### src/rtl/cosim_link_arbiter.sv
// cosim_link_arbiter: shares one co-simulation export/import link among
// N_CH requesters. Each transaction exports one word tagged with its channel
// id, waits for the matching imported reply, then routes the reply back to
// the requesting channel. Only one transaction is in flight at a time, and
// channels are served round-robin.
//
// Optional build macro COSIM_ARB_TIMEOUT_EN adds a watchdog on the wait for
// the reply. The watchdog aborts the transaction with timeout_err_o and a
// zero reply after TIMEOUT cycles. Without the macro the arbiter waits for
// the reply indefinitely and timeout_err_o is tied low.
module cosim_link_arbiter #(
    parameter int N_CH    = 4,
    parameter int DATA_W  = 32,
    parameter int ID_W    = 4,
    parameter int TIMEOUT = 1024
) (
    input  logic                   clk_i,
    input  logic                   rst_ni,
    input  logic [N_CH-1:0]        req_i,
    input  logic [N_CH*DATA_W-1:0] req_data_i,
    output logic [N_CH-1:0]        gnt_o,
    output logic [N_CH-1:0]        rsp_valid_o,
    output logic [DATA_W-1:0]      rsp_data_o,
    output logic                   exp_valid_o,
    input  logic                   exp_ready_i,
    output logic [DATA_W-1:0]      exp_data_o,
    output logic [ID_W-1:0]        exp_id_o,
    input  logic                   imp_valid_i,
    input  logic [DATA_W-1:0]      imp_data_i,
    input  logic [ID_W-1:0]        imp_id_i,
    output logic                   busy_o,
    output logic                   id_err_o,
    output logic                   timeout_err_o
);

    localparam int PTR_W = $clog2(N_CH);

    typedef enum logic [1:0] {
        IDLE,
        EXPORT,
        WAIT_IMP,
        RESPOND
    } state_e;

    state_e              state_q, state_d;
    logic [PTR_W-1:0]    ptr_q, ptr_d;
    logic [PTR_W-1:0]    cur_q, cur_d;
    logic [DATA_W-1:0]   exp_data_q, exp_data_d;
    logic [DATA_W-1:0]   rsp_data_q, rsp_data_d;
    logic [N_CH-1:0]     gnt_q, gnt_d;
    logic                id_err_q, id_err_d;
    logic                tmo_q, tmo_d;

    logic [DATA_W-1:0]   ch_data [N_CH];
    logic [PTR_W-1:0]    cand;
    logic [PTR_W-1:0]    pick_idx;
    logic                pick_hit;

`ifdef COSIM_ARB_TIMEOUT_EN
    localparam int CNT_W = (TIMEOUT > 1) ? $clog2(TIMEOUT) : 1;
    logic [CNT_W-1:0]    cnt_q, cnt_d;
`else
    // TIMEOUT only matters when the watchdog is built in
    logic                unused_timeout;
    assign unused_timeout = (TIMEOUT > 0);
`endif

    for (genvar g = 0; g < N_CH; g++) begin : g_split
        assign ch_data[g] = req_data_i[g*DATA_W +: DATA_W];
    end

    // Round-robin pick: first requesting channel at or after the pointer, wrapping
    always_comb begin
        pick_hit = 1'b0;
        pick_idx = '0;
        cand     = '0;
        for (int i = N_CH - 1; i >= 0; i--) begin
            cand = PTR_W'((int'(ptr_q) + i) % N_CH);
            if (req_i[cand]) begin
                pick_hit = 1'b1;
                pick_idx = cand;
            end
        end
    end

    // State register and all registered outputs; reset aborts any transaction
    always_ff @(posedge clk_i or negedge rst_ni) begin
        if (!rst_ni) begin
            state_q    <= IDLE;
            ptr_q      <= '0;
            cur_q      <= '0;
            exp_data_q <= '0;
            rsp_data_q <= '0;
            gnt_q      <= '0;
            id_err_q   <= 1'b0;
            tmo_q      <= 1'b0;
`ifdef COSIM_ARB_TIMEOUT_EN
            cnt_q      <= '0;
`endif
        end else begin
            state_q    <= state_d;
            ptr_q      <= ptr_d;
            cur_q      <= cur_d;
            exp_data_q <= exp_data_d;
            rsp_data_q <= rsp_data_d;
            gnt_q      <= gnt_d;
            id_err_q   <= id_err_d;
            tmo_q      <= tmo_d;
`ifdef COSIM_ARB_TIMEOUT_EN
            cnt_q      <= cnt_d;
`endif
        end
    end

    // Transaction sequencing: grant, export handshake, reply wait, respond
    always_comb begin
        state_d    = state_q;
        ptr_d      = ptr_q;
        cur_d      = cur_q;
        exp_data_d = exp_data_q;
        rsp_data_d = rsp_data_q;
        gnt_d      = '0;
        id_err_d   = 1'b0;
        tmo_d      = 1'b0;
`ifdef COSIM_ARB_TIMEOUT_EN
        cnt_d      = cnt_q;
`endif
        case (state_q)
            IDLE: begin
                if (pick_hit) begin
                    cur_d      = pick_idx;
                    exp_data_d = ch_data[pick_idx];
                    gnt_d      = N_CH'(1) << pick_idx;
                    state_d    = EXPORT;
                end
            end
            EXPORT: begin
                if (exp_ready_i) begin
                    state_d = WAIT_IMP;
`ifdef COSIM_ARB_TIMEOUT_EN
                    cnt_d   = '0;
`endif
                end
            end
            WAIT_IMP: begin
                if (imp_valid_i && (imp_id_i == ID_W'(cur_q))) begin
                    rsp_data_d = imp_data_i;
                    state_d    = RESPOND;
                end else begin
                    if (imp_valid_i) begin
                        id_err_d = 1'b1;
                    end
`ifdef COSIM_ARB_TIMEOUT_EN
                    if (cnt_q == CNT_W'(TIMEOUT - 1)) begin
                        rsp_data_d = '0;
                        tmo_d      = 1'b1;
                        state_d    = RESPOND;
                    end else begin
                        cnt_d = cnt_q + 1'b1;
                    end
`endif
                end
            end
            RESPOND: begin
                ptr_d   = (cur_q == PTR_W'(N_CH - 1)) ? '0 : cur_q + 1'b1;
                state_d = IDLE;
            end
            default: begin
                state_d = IDLE;
            end
        endcase
    end

    assign gnt_o         = gnt_q;
    assign exp_valid_o   = (state_q == EXPORT);
    assign exp_data_o    = exp_data_q;
    assign exp_id_o      = ID_W'(cur_q);
    assign rsp_valid_o   = (state_q == RESPOND) ? (N_CH'(1) << cur_q) : '0;
    assign rsp_data_o    = rsp_data_q;
    assign busy_o        = (state_q != IDLE);
    assign id_err_o      = id_err_q;
`ifdef COSIM_ARB_TIMEOUT_EN
    assign timeout_err_o = tmo_q;
`else
    assign timeout_err_o = 1'b0;
`endif

endmodule

### config.mk
export PLATFORM = sky130hd
export DESIGN_NAME = cosim_link_arbiter
export DESIGN_NICKNAME = d
export VERILOG_FILES = /design/src/rtl/cosim_link_arbiter.sv
export SDC_FILE = /design/constraint.sdc
export NUM_CORES = 1
export LEC_CHECK = 0
export BUFFER_PORTS_ARGS = -buffer_cell sky130_fd_sc_hd__buf_4
export CORE_UTILIZATION = 40
export DETAILED_ROUTE_END_ITERATION = 10
export PLACE_DENSITY_LB_ADDON = 0.1
export SYNTH_ARGS = -nofsm -noshare
export SYNTH_HDL_FRONTEND = slang
export SYNTH_SLANG_ARGS = --single-unit
### constraint.sdc
create_clock -name clk_i -period 3.18 [get_ports clk_i]
set_input_delay 0.318 -clock clk_i [delete_from_list [all_inputs] [get_ports clk_i]]
set_output_delay 0.318 -clock clk_i [all_outputs]
set_load 0.05 [all_outputs]
==> impl_metrics.json, run 1 <==
{
  "criticalPathCategory": "register to register",
  "syn_area_mm2": 0.00473,
  "gr-usage-met2_pct": 39.3,
  "crit_family": "simple AND/OR/NAND/NOR gates",
  "final_core_util_pct": 60.4,
  "hold_buffers": 0,
  "grt_max_degree": 76,
  "htreeDepth": 3,
  "placed_area_mm2": 0.00659,
  "final_cells": 774,
  "period_share_pct": 78.9,
  "ys.flop_type": "dfrtp_1",
  "clk_pin_slew_worst_paths_ps": 60,
  "cp-end-kind": "register",
  "hold_slack_ps": 146,
  "nets": 806,
  "drc": 0,
  "cts-root-buf": "clkbuf_16",
  "grtUsageTotal_pct": 22.3,
  "cp-start-kind": "register",
  "area_growth_pct": 46.3,
  "final_common_cell": "buf_4",
  "crit_path_frequent_cell": "inv_1",
  "synth_top_cell_by_area": "dfrtp_1",
  "io_buffers": 248,
  "synth.area.top_cells": "dfrtp_1, a211oi_2, mux2_4",
  "crit_required_ps": 3400,
  "synthAdderAreaFrac_pct": 2.12,
  "fin_tns_setup_ps": 0,
  "dp_cells": 758,
  "hold_violations": 0,
  "seq_area_frac_synth_pct": 39.7,
  "routabilityCongestion": 0.792,
  "synth_top_area_share_pct": 39.7,
  "synth-xor-area-share_pct": 0.370,
  "synth-compound-area-share_pct": 17.8,
  "cp_max_fo": 34,
  "dr_total_vias": 3977,
  "ys_warn_count": 0,
  "met1_usage_pct": 26.4,
  "routed_via_density": 5.14,
  "cp_slowest_cell": "nand3_4",
  "muxShareOfSynthArea_pct": 11.2,
  "final_cell_mix": "buf_4, dfrtp_1, and3_1",
  "busiest_layer": "met2",
  "hpwlAfterDp_mm": 9.80,
  "fmax_mhz": 399,
  "die_h_um": 111,
  "max_slew.worst_pin.slew_ps": 975,
  "cts_buffers": 9,
  "crit_chain": "inv_1 -> ha_1 -> inv_1 -> nor2_4 -> nand3_4 -> a211oi_2 -> nor3_2",
  "grt_pass1_vias": 4111,
  "vdd_drop_max_v": 0.000730,
  "wl_per_cell_um": 17.7,
  "synthDistinctLibCells": 39,
  "netlist_instances": 396,
  "status": "finished clean",
  "final_cell_area_mm2": 0.00692,
  "grt_pass1_wl_mm": 21.7,
  "grtUsageMet3_pct": 6.45,
  "totalPowerFinal_mw": 7.27,
  "num_rows": 39,
  "skew_ps": 8.35,
  "period_minus_slack_ps": 2510,
  "p_leak_nw": 3.32,
  "nFillCells": 969,
  "io_pins": 252,
  "power_density_mw_per_mm2": 1050,
  "core_area_mm2": 0.0115,
  "synth_seq_cells": 75,
  "overflow": 0,
  "antenna_found_initial": 0,
  "antenna_cells": 0,
  "die_area_mm2": 0.0123,
  "clk_latency_ps": 330,
  "critPathBufInv": 2,
  "ctsLongestPathBuffers": 2,
  "synth_top_family_by_area": "simple AND/OR/NAND/NOR gates",
  "dr.pass1.iters": 4,
  "maxCapViolations": 0,
  "synth_edf_count": 0,
  "cts_tree": "yes",
  "synth_simple_gate_area_share_pct": 22.5,
  "hold_path_class": "input port to async pin",
  "cts.repair.resized": 0,
  "pre_cts_slack_ps": 652,
  "die_w_um": 111,
  "relSlewSlack_pct": 35.0,
  "start_util_pct": 41.3,
  "worst_slack_ps": 671,
  "antenna_left": 0,
  "clock-sinks": 75,
  "setup_viol": 0,
  "wl_mm": 13.7,
  "rsz0062_at_grt": "no",
  "async_flop_share_pct": 100,
  "slew_violations": 0,
  "slowest_delay_ps": 570,
  "drt_iter0_drc": 181,
  "cp.arrival_ps": 2730,
  "post-cts-setup-buffers": 0,
  "drive_gt1_share_pct": 64.5,
  "avgSynthCellArea_um2": 11.9
}
## final timing paths
check	depth (start not counted)	slack (ps)	from	end
setup / recovery	7	670	state_q[0]	exp_data_o[31]
hold / removal	1	150	rst_ni	rsp_data_o[7]
setup reg to reg	7	670	state_q[0]	exp_data_o[31]
hold reg to reg	1	510	rsp_data_o[11]	rsp_data_o[11]
max in group asynchronous	1	2410	rst_ni	cur_q[1]
min in group clk_i	2	210	imp_data_i[18]	rsp_data_o[18]
## cell type report
cell class	instances	area [um2]	share of cell area, %
Multi-Input combinational cell	281	2600	37.5
Timing Repair Buffer	254	1920	27.7
Sequential cell	75	1880	27.1
Clock buffer	10	239	3.45
Tap cell	143	179	2.58
Clock inverter	6	95.1	1.37
Inverter	5	18.8	0.271
## synthesized netlist by cell type, types with 3 or more instances
| cell type | instances |
|---|---|
| inv_1 | 5 |
| and3_1 | 66 |
| nand2b_1 | 3 |
| nor2_1 | 35 |
| mux2_2 | 4 |
| dfrtp_1 | 75 |
| nand2_1 | 4 |
| buf_4 | 6 |
| a211oi_1 | 6 |
| clkbuf_1 | 11 |
| buf_6 | 14 |
| mux2_4 | 31 |
| ha_1 | 8 |
| buf_2 | 6 |
| a211oi_2 | 59 |
| and2_1 | 4 |
| nor3_2 | 31 |
## where the power goes
group / total, mW / internal (mW) / switching [mW] / leakage, nW
clock network: 1.14 / 0.719 / 0.426 / 0.164
logic: 4.45 / 1.60 / 2.84 / 2.23
registers: 1.68 / 1.40 / 0.279 / 0.920
## registers in the layout (all words and copies together) (netlist names)
name,cells
cur_q,2
ptr_q,2
id_err_o,1
exp_data_o,32
rsp_data_o,32
gnt_o,4
state_q,2
## metal layers
layer	routed length [um]	vias up	share of wire (%)
li1	-	1908	-
met1	5550	1904	41
met2	7000	151	51
met3	943	14	6.9
met4	174	0	1.3
met5	0	-	0
## worst reg2reg max path, cell delays in order, from the launching register on
cell and delay (ps):
dfrtp_1 400, inv_1 110, ha_1 220, inv_1 100, nor2_4 470, nand3_4 570, a211oi_2 460, nor3_2 70
## kinds of logic after synthesis
logic type               after synthesis
AND/OR/NAND/NOR                      158
flip-flops                            75
AO/OA/AOI/OAI                         73
buffers and inverters                 42
multiplexers                          37
adder cells (fa/ha/maj)                8
XOR/XNOR                               2
other                                  1
(Power assumes the default switching activity.)
==> run 2, diff against run 1 <==
--- a/config.mk
+++ b/config.mk
@@ -5,6 +5,7 @@
 export SDC_FILE = /design/constraint.sdc
 export NUM_CORES = 1
 export LEC_CHECK = 0
+export ABC_AREA = 1
 export BUFFER_PORTS_ARGS = -buffer_cell sky130_fd_sc_hd__buf_4
 export CORE_UTILIZATION = 40
 export DETAILED_ROUTE_END_ITERATION = 10
==> constraint.sdc (replaced) <==
create_clock -name clk_i -period 2.1 [get_ports clk_i]
set_input_delay 0.21 -clock clk_i [delete_from_list [all_inputs] [get_ports clk_i]]
set_output_delay 0.21 -clock clk_i [all_outputs]
set_load 0.05 [all_outputs]
==> run 2 against run 1 <==
  * The flow now finishes with violations (DRC)
  * Via count up 29%
  * Combinational power grew 100%
  * Sequential share of layout area is 0.84 points lower
  * Sequential power up 52%
  * Maximum frequency rose by 31%
  * Clock-buffer cell count increased by 2
  * Critical path depth increased by 6
  * Power rose by 77%
  * Clock skew shrank 1.7 ps
  * Register-to-register slack worse by 490 ps
  * Setup slack got worse by 490 ps
  * Largest cell class unchanged
  * Highest routed layer unchanged
==> impl_metrics.json, run 2 <==
{
  "wl_per_cell_um": 13.6,
  "hpwlAfterDp_mm": 11.1,
  "wl_mm": 14.7,
  "period_share_pct": 91.5,
  "rrSetupSlack_ps": 180,
  "routed_via_density": 4.75,
  "synth_top_area_share_pct": 38.7,
  "cts_tree": "yes",
  "overflow": 0,
  "relSlewSlack_pct": 58.6,
  "die_w_um": 112,
  "period_minus_slack_ps": 1920,
  "violations": "DRC",
  "max_slew.worst_pin.slew_ps": 621,
  "gr-usage-met2_pct": 39.3,
  "htreeDepth": 3,
  "cp_slowest_cell": "dfrtp_2",
  "avgSynthCellArea_um2": 6.95,
  "synth_edf_count": 0,
  "vdd_drop_max_v": 0.000812,
  "p_leak_nw": 4.40,
  "clk_latency_ps": 330,
  "dr_total_vias": 5145,
  "setup_viol": 0,
  "met1_usage_pct": 30.8,
  "final_core_util_pct": 61.6,
  "power_density_mw_per_mm2": 1800,
  "ys.flop_type": "dfrtp_1",
  "routabilityCongestion": 0.849,
  "nets": 1116,
  "area_growth_pct": 47.6,
  "drc": 20,
  "status": "complete, but fails checks",
  "final_common_cell": "buf_4",
  "async_flop_share_pct": 100,
  "syn_area_mm2": 0.00484,
  "drive_gt1_share_pct": 34.3,
  "maxCapViolations": 0,
  "synth.area.top_cells": "dfrtp_1, nand2_1, nand3_1",
  "cp_max_fo": 19,
  "synth_seq_cells": 75,
  "antenna_cells": 0,
  "grt_pass1_wl_mm": 23.6,
  "clock-sinks": 75,
  "fmax_mhz": 521,
  "die_h_um": 112,
  "dr.pass1.iters": 8,
  "grtUsageMet3_pct": 4.97,
  "skew_ps": 6.67,
  "slew_violations": 0,
  "cp.arrival_ps": 2140,
  "drt_iter0_drc": 237,
  "totalPowerFinal_mw": 12.8,
  "hold_path_class": "input port to register",
  "clk_pin_slew_worst_paths_ps": 60,
  "fin_tns_setup_ps": 0,
  "yosys-top-cells-count": "nand2_1, inv_1, nand3_1",
  "synth_top_cell_by_area": "dfrtp_1",
  "cts-root-buf": "clkbuf_16",
  "start_util_pct": 41.7,
  "die_area_mm2": 0.0126,
  "slowest_delay_ps": 480,
  "crit_required_ps": 2320,
  "hold_violations": 0,
  "grtUsageTotal_pct": 23.6,
  "seq_area_frac_synth_pct": 38.7,
  "ys_warn_count": 0,
  "cp-end-kind": "register",
  "io_pins": 252,
  "netlist_instances": 697,
  "antenna_found_initial": 0,
  "yosysMostFrequentCell": "nand2_1",
  "num_rows": 39,
  "core_area_mm2": 0.0116,
  "ctsLongestPathBuffers": 2,
  "antenna_left": 0,
  "busiest_layer": "met2",
  "io_buffers": 248,
  "cp-start-kind": "register",
  "synthDistinctLibCells": 24,
  "grt_max_degree": 50,
  "cts_buffers": 9,
  "grt_pass1_vias": 5011,
  "rsz0062_at_grt": "no",
  "final_cell_mix": "buf_4, nand2_1, inv_1",
  "crit_path_frequent_cell": "nand2_1",
  "criticalPathCategory": "register to register",
  "crit_chain": "inv_2 -> nand2_1 -> nand3_1 -> nand2_1 -> inv_2 -> nand3_2 -> nand2_4 -> buf_12 -> nand2_1 -> nand3_1 -> nand2_1 -> nand2_1 -> nand2_1"
}
## run 2: changes by cell type after synthesis, moves of 31 or more
| cell | previous run | this run |
|---|---|---|
| inv_1 | 5 | 144 |
| and3_1 | 66 | 1 |
| a211oi_2 | 59 | 0 |
| nand2_1 | 4 | 228 |
| nor3_2 | 31 | 0 |
| mux2_4 | 31 | 0 |
| nand3_1 | 1 | 136 |
## run 2: worst max-delay path, delay by kind of cell, from the launching register on
family	cells	cell delay, ps
simple gates	10	960
flops	1	480
buf+inv	3	360
## run 2: what timing repair did
action,in CTS,in global routing
hold endpoints to repair,48,0
endpoints found under the setup margin,0,32
hold buffers,1,0
setup buffers,0,0
gates resized for setup,0,8
## run 2: worst paths after layout
check                                     from              to  cells after the start
worst min register to register  exp_data_o[21]  exp_data_o[21]                      2
worst min-delay path            imp_data_i[29]  rsp_data_o[29]                      2
min in group asynchronous               rst_ni   exp_data_o[3]                      2
max in group asynchronous               rst_ni  exp_data_o[14]                      3
worst max register to register        ptr_q[0]   exp_data_o[0]                     13
worst max-delay path                  ptr_q[0]   exp_data_o[0]                     13
## run 2: kinds of logic (layout without fill, tap and decap cells)
group           count (synthesis)  count (layout)  synth area share [%]
mux                            32              32                  7.44
simple gates                  382             382                  33.7
compound gates                 11              11                  1.27
flops                          75              75                  38.7
buf+inv                       188             430                  16.7
fa+ha+maj                       8               8                  2.07
other cells                     1               3                0.0774
## run 2: per-stage QoR
stage / instances / area [um2] / hold WS [ps] / worst slack, ps
floorplan: 699 / 4850 / -85.6 / 8.81
global placement: 1066 / 6810 / 259 / 152
detailed placement: 1066 / 6810 / 265 / 71.8
CTS: 1083 / 7100 / 107 / 65.9
global route: 1084 / 7150 / 110 / 0.926
finish: 1084 / 7150 / 114 / 179
## run 2: cell type report
| type | instances | area, um2 |
|---|---|---|
| timing repair buffer | 266 | 2090 |
| clock buffer | 12 | 246 |
| inverter | 148 | 556 |
| multi-input combinational | 436 | 2170 |
| clock inverter | 4 | 26.3 |
| fill | 1088 | 4460 |
| sequential | 75 | 1880 |
| tap | 143 | 179 |
## run 2: power breakdown
group,total (mW),switching [mW],internal [mW],leakage (nW)
clock network,1.41,0.580,0.830,0.133
registers,2.55,0.421,2.13,0.959
logic,8.88,5.90,2.97,3.31
total,12.8,6.90,5.93,4.40
## run 2: per-layer routing
metal  vias up  part of all wire (%)
met1      2343                    42
met3        13                   8.5
li1       2578                     -
met4         0                   1.3
met2       211                    48
met5         -                     0
